**src/rtl/mips_decode_exec.sv**
```systemverilog
// MIPS ID/EX slice: main control decoder, ALU control decoder and 32-bit ALU.
// Every output is registered and cleared by an asynchronous active-low reset.
module mips_decode_exec #(
    parameter int unsigned W = 32
) (
    input  logic         clk,
    input  logic         rst_n,
    input  logic         in_valid,
    input  logic [31:0]  instr,
    input  logic [W-1:0] rs_data,
    input  logic [W-1:0] rt_data,
    output logic         out_valid,
    output logic         regdst,
    output logic         branch,
    output logic         memread,
    output logic         memwrite,
    output logic         memtoreg,
    output logic         regwrite,
    output logic         alusrc,
    output logic [1:0]   aluop,
    output logic [3:0]   aluctl,
    output logic [W-1:0] alu_result,
    output logic         zero
);

    localparam int unsigned OP_W   = 6;
    localparam int unsigned FN_W   = 6;
    localparam int unsigned IMM_W  = 16;
    localparam int unsigned CTL_W  = 4;
    localparam int unsigned AOP_W  = 2;

    localparam logic [OP_W-1:0] OP_RTYPE = 6'h00;
    localparam logic [OP_W-1:0] OP_LW    = 6'h23;
    localparam logic [OP_W-1:0] OP_SW    = 6'h2B;
    localparam logic [OP_W-1:0] OP_BEQ   = 6'h04;
    localparam logic [OP_W-1:0] OP_ADDI  = 6'h08;

    localparam logic [FN_W-1:0] FN_ADD = 6'h20;
    localparam logic [FN_W-1:0] FN_SUB = 6'h22;
    localparam logic [FN_W-1:0] FN_AND = 6'h24;
    localparam logic [FN_W-1:0] FN_OR  = 6'h25;
    localparam logic [FN_W-1:0] FN_SLT = 6'h2A;
    localparam logic [FN_W-1:0] FN_NOR = 6'h27;

    localparam logic [CTL_W-1:0] ALU_AND = 4'b0000;
    localparam logic [CTL_W-1:0] ALU_OR  = 4'b0001;
    localparam logic [CTL_W-1:0] ALU_ADD = 4'b0010;
    localparam logic [CTL_W-1:0] ALU_SUB = 4'b0110;
    localparam logic [CTL_W-1:0] ALU_SLT = 4'b0111;
    localparam logic [CTL_W-1:0] ALU_NOR = 4'b1100;
    localparam logic [CTL_W-1:0] ALU_NOP = 4'b1111;

    logic [OP_W-1:0]  op;
    logic [FN_W-1:0]  funct;
    logic [IMM_W-1:0] imm;

    assign op    = instr[31:26];
    assign funct = instr[5:0];
    assign imm   = instr[15:0];

    logic             regdst_c, branch_c, memread_c, memwrite_c;
    logic             memtoreg_c, regwrite_c, alusrc_c;
    logic [AOP_W-1:0] aluop_c;
    logic [CTL_W-1:0] aluctl_c;
    logic [W-1:0]     opb_c;
    logic [W-1:0]     result_c;
    logic             zero_c;

    // Main control decode; unknown opcodes fall through as a NOP
    always_comb begin
        regdst_c   = 1'b0;
        alusrc_c   = 1'b0;
        memtoreg_c = 1'b0;
        regwrite_c = 1'b0;
        memread_c  = 1'b0;
        memwrite_c = 1'b0;
        branch_c   = 1'b0;
        aluop_c    = 2'b00;
        case (op)
            OP_RTYPE: begin
                regdst_c   = 1'b1;
                regwrite_c = 1'b1;
                aluop_c    = 2'b10;
            end
            OP_LW: begin
                alusrc_c   = 1'b1;
                memtoreg_c = 1'b1;
                regwrite_c = 1'b1;
                memread_c  = 1'b1;
            end
            OP_SW: begin
                alusrc_c   = 1'b1;
                memwrite_c = 1'b1;
            end
            OP_BEQ: begin
                branch_c   = 1'b1;
                aluop_c    = 2'b01;
            end
            OP_ADDI: begin
                alusrc_c   = 1'b1;
                regwrite_c = 1'b1;
            end
            default: ;
        endcase
    end

    // ALU control decode
    always_comb begin
        aluctl_c = ALU_NOP;
        case (aluop_c)
            2'b00: aluctl_c = ALU_ADD;
            2'b01: aluctl_c = ALU_SUB;
            2'b10: begin
                case (funct)
                    FN_ADD:  aluctl_c = ALU_ADD;
                    FN_SUB:  aluctl_c = ALU_SUB;
                    FN_AND:  aluctl_c = ALU_AND;
                    FN_OR:   aluctl_c = ALU_OR;
                    FN_SLT:  aluctl_c = ALU_SLT;
                    FN_NOR:  aluctl_c = ALU_NOR;
                    default: aluctl_c = ALU_NOP;
                endcase
            end
            default: aluctl_c = ALU_NOP;
        endcase
    end

    assign opb_c = alusrc_c ? {{(W-IMM_W){imm[IMM_W-1]}}, imm} : rt_data;

    // ALU datapath; add/sub wrap with no overflow indication
    always_comb begin
        result_c = '0;
        case (aluctl_c)
            ALU_AND: result_c = rs_data & opb_c;
            ALU_OR:  result_c = rs_data | opb_c;
            ALU_ADD: result_c = rs_data + opb_c;
            ALU_SUB: result_c = rs_data - opb_c;
            ALU_NOR: result_c = ~(rs_data | opb_c);
            ALU_SLT: result_c = ($signed(rs_data) < $signed(opb_c)) ? W'(1) : '0;
            default: result_c = '0;
        endcase
    end

    assign zero_c = (result_c == '0);

    // Output register; a bubble clears every output including zero
    always_ff @(posedge clk or negedge rst_n) begin
        if (!rst_n) begin
            out_valid  <= 1'b0;
            regdst     <= 1'b0;
            branch     <= 1'b0;
            memread    <= 1'b0;
            memwrite   <= 1'b0;
            memtoreg   <= 1'b0;
            regwrite   <= 1'b0;
            alusrc     <= 1'b0;
            aluop      <= '0;
            aluctl     <= '0;
            alu_result <= '0;
            zero       <= 1'b0;
        end else if (!in_valid) begin
            out_valid  <= 1'b0;
            regdst     <= 1'b0;
            branch     <= 1'b0;
            memread    <= 1'b0;
            memwrite   <= 1'b0;
            memtoreg   <= 1'b0;
            regwrite   <= 1'b0;
            alusrc     <= 1'b0;
            aluop      <= '0;
            aluctl     <= '0;
            alu_result <= '0;
            zero       <= 1'b0;
        end else begin
            out_valid  <= 1'b1;
            regdst     <= regdst_c;
            branch     <= branch_c;
            memread    <= memread_c;
            memwrite   <= memwrite_c;
            memtoreg   <= memtoreg_c;
            regwrite   <= regwrite_c;
            alusrc     <= alusrc_c;
            aluop      <= aluop_c;
            aluctl     <= aluctl_c;
            alu_result <= result_c;
            zero       <= zero_c;
        end
    end

endmodule

```
**config.mk**
```make
export PLATFORM = sky130hd
export DESIGN_NAME = mips_decode_exec
export DESIGN_NICKNAME = d
export VERILOG_FILES = /design/src/rtl/mips_decode_exec.sv
export SDC_FILE = /design/constraint.sdc
export NUM_CORES = 1
export LEC_CHECK = 0
export BUFFER_PORTS_ARGS = -buffer_cell sky130_fd_sc_hd__buf_2
export CAP_MARGIN = 20
export CORE_MARGIN = 2
export CORE_UTILIZATION = 40
export DETAILED_ROUTE_END_ITERATION = 10
export GPL_TIMING_DRIVEN = 0
export PLACE_DENSITY_LB_ADDON = 0.15
export REMOVE_ABC_BUFFERS = 1
export SYNTH_ARGS = -nofsm -noshare
export SYNTH_HDL_FRONTEND = slang
export SYNTH_SLANG_ARGS = --single-unit
```
**constraint.sdc**
```tcl
create_clock -name clk -period 0.8 [get_ports clk]
set_clock_uncertainty 0.15 [all_clocks]
set_input_delay 0.04 -clock clk [delete_from_list [all_inputs] [get_ports clk]]
set_output_delay 0.04 -clock clk [all_outputs]
set_load 0.02 [all_outputs]
```
==> flow_summary.toml <==
[logic_synthesis]
synth_top_family_by_area = "compound AO/OA/AOI/OAI gates"
synth_top_area_share_pct = 19.4
ys_warn_count = 0
synth_edf_count = 0
synth_compound_area_share_pct = 26.5
synth_area_um2 = 7740
synthTopCellsByArea = "ha_1, dfrtp_1, nand2_1, xnor2_1, inv_1"
synth_cells = 1029
synth_cell_type_count = 91
synthFlopType = "dfrtp_1"
ys_top_cells_by_count = "nand2_1, ha_1, inv_1, nor2_1, a21oi_1"
synthMuxAreaShare_pct = 1.20
avgSynthCellArea_um2 = 7.52
yosys.area_share.simple_pct = 22.1
synth-async-reset-ratio_pct = 100
synth_seq_cells = 45
synth_top_cell_by_area = "ha_1"
synth_xor_area_share_pct = 6.33
synthAdderAreaFrac_pct = 19.9
ys_seq_area_share_pct = 14.5
yosysMostFrequentCell = "nand2_1"

[final_layout]
fin_nets = 1442
fin_util_pct = 59.6
n_fill_cell = 1666
multi_input_area_um2 = 7230
n_antenna_cell = 0
seqCellArea_um2 = 1130
area_growth_pct = 45.0
drive_gt1_share_pct = 37.9

[floorplanning]
coreArea_um2 = 18800
chipHeight_um = 143
initial_utilization_pct = 41.1
die_w_um = 143
num_rows = 50
die-area_um2 = 20500
ioPinCount = 146

[critical_path]
critPathCaptureType = "flip-flop"
critPathLaunchType = "input port"
crit_arrival_ps = 4210
crit_type = "input port to flip-flop"
path_max_fanout = 5
crit_required_ps = 860
crit_path_start = "instr[30]"

[sta]
min_period_ps = 4150
tightest_slew_ps = 1260
slew_viol_final = 0
fmax_mhz = 241
relSlewSlack_pct = 16.1
whs_ps = -511
setup_viol = 88
period_share_pct = 519
rsz0062_at_grt = "yes"
hold_viol = 52
setup_ws_ps = -3350

[clock_network]
cts_max_level = 2
cts_inserted_buffers = 5
clk_pin_slew_ps = 70
clock_path_buffers = 2
cts.sinks = 45
cts_root_buf = "clkbuf_16"
cts_tree = "yes"

[power_and_ir_drop]
p_leak_nw = 5.19
ir_drop_mv = 0.794
power_mw = 13.7
power_density_nw_per_um2 = 1220

[routing]
vias_per_cell = 5.79
wl_per_cell_um = 19.5
drt_pass1_iterations = 5
drt_drc_violations_left = 0
wl_mm = 28.9
num_vias = 8572
drt-initial-drc-count = 888
ant_nets = 0

[placement]
gp_congestion = 0.935
dp_hpwl_mm = 19.9
io_buffers = 135

[global_routing]
grt_start_max_net_pins = 46
antenna_found_initial = 0
grt_pass1_vias = 8200
grt_pass1_wl_mm = 44.3
grt_use_total_pct = 27.5
grt_overflow = 0

[hold_path]
hp-class = "input port to async pin"

[status]
outcome = "finished with violations"
violations = "hold timing, setup timing"

[flow_run]
cap_violations = 0
## cells by family after synthesis
kind of cell             count (synthesis)
AND/OR/NAND/NOR                        348
AO/OA/AOI/OAI                          290
buffers and inverters                  159
adder cells (fa/ha/maj)                122
XOR/XNOR                                56
flip-flops                              45
multiplexers                             9
## cell usage in the layout (no fill, tap or decap), types with 12 or more instances in the layout
master | netlist | final
nand2_1 | 122 | 102
a22oi_1 | 23 | 22
inv_1 | 107 | 98
a21oi_2 | 2 | 21
ha_1 | 120 | 91
nor3_1 | 22 | 19
buf_6 | 8 | 67
nand3_1 | 19 | 15
buf_2 | 11 | 82
xnor2_1 | 50 | 46
ha_4 | 0 | 23
a21oi_1 | 68 | 45
o21ai_0 | 38 | 18
dfrtp_1 | 45 | 45
nor2_1 | 80 | 69
and2_1 | 19 | 15
o21ai_1 | 2 | 12
nand2_2 | 1 | 14
buf_4 | 5 | 73
## where the power goes
part	internal, mW	total, mW	switching [mW]
clock	1.45	2.35	0.894
sequential	2.51	2.63	0.126
combinational	3.97	8.73	4.76
total	7.93	13.7	5.78
## flip-flops by register name, indices dropped and copies added (netlist names)
signal and cells:
aluctl 4, regdst 1, memtoreg 1, alu_result 32, out_valid 1, memwrite 1, aluop 2, zero 1
alusrc 1, regwrite 1
## final timing paths
check                            endpoint  slack [ps]
max in group asynchronous  alu_result[25]         520
max                                  zero       -3350
min                         alu_result[1]        -510
min in group clk                 memtoreg        -150
## metrics by stage
step	TNS (ps)	setup slack [ps]	cells	area, um2
5_1_grt	-102440	-3460	1481	11200
2_1_floorplan	-97850	-3810	978	7420
6_report	-97240	-3350	1481	11200
3_3_place_gp	-178440	-6100	1373	8420
3_5_place_dp	-163280	-5610	1381	8570
4_1_cts	-93090	-3210	1459	10700
## worst max-delay path: stages
cell,delay (ps)
buf_4,140
or2_4,260
a21o_4,210
buf_16,140
clkinvlp_4,140
buf_12,170
nand2_4,60
nand2_4,100
ha_4,180
fa_2,240
a21o_4,170
a31oi_4,90
or3b_4,400
a31oi_4,280
a41oi_4,200
o31ai_4,310
xnor2_2,160
o221ai_2,170
nor4_4,370
nand4_1,200
nor4_2,160
## final cells by class
class                   instances  share of cell area, %
repair buffers                235                   17.5
clock inverters                 2                  0.312
well taps                     260                   2.90
flip-flops and latches         45                   10.0
multi-input cells             826                   64.4
clock buffers                   5                   1.11
inverters                     108                   3.69
## layer usage
layer	routed length [um]	share of wire [%]	vias up	track usage [%]
li1	-	-	3999	-
met1	12600	43	4094	37.6
met2	13700	47	430	45.9
met3	2100	7.2	49	2.82
met4	593	2.1	0	7.61
met5	0	0	-	0
## timing repair
action,CTS,global route
buffers inserted,69,24
gates resized for setup,331,82
hold endpoints to repair,54,51
gates cloned,2,0
endpoints found under the setup margin,88,90
pin swaps,73,50
(Power assumes the default switching activity.)
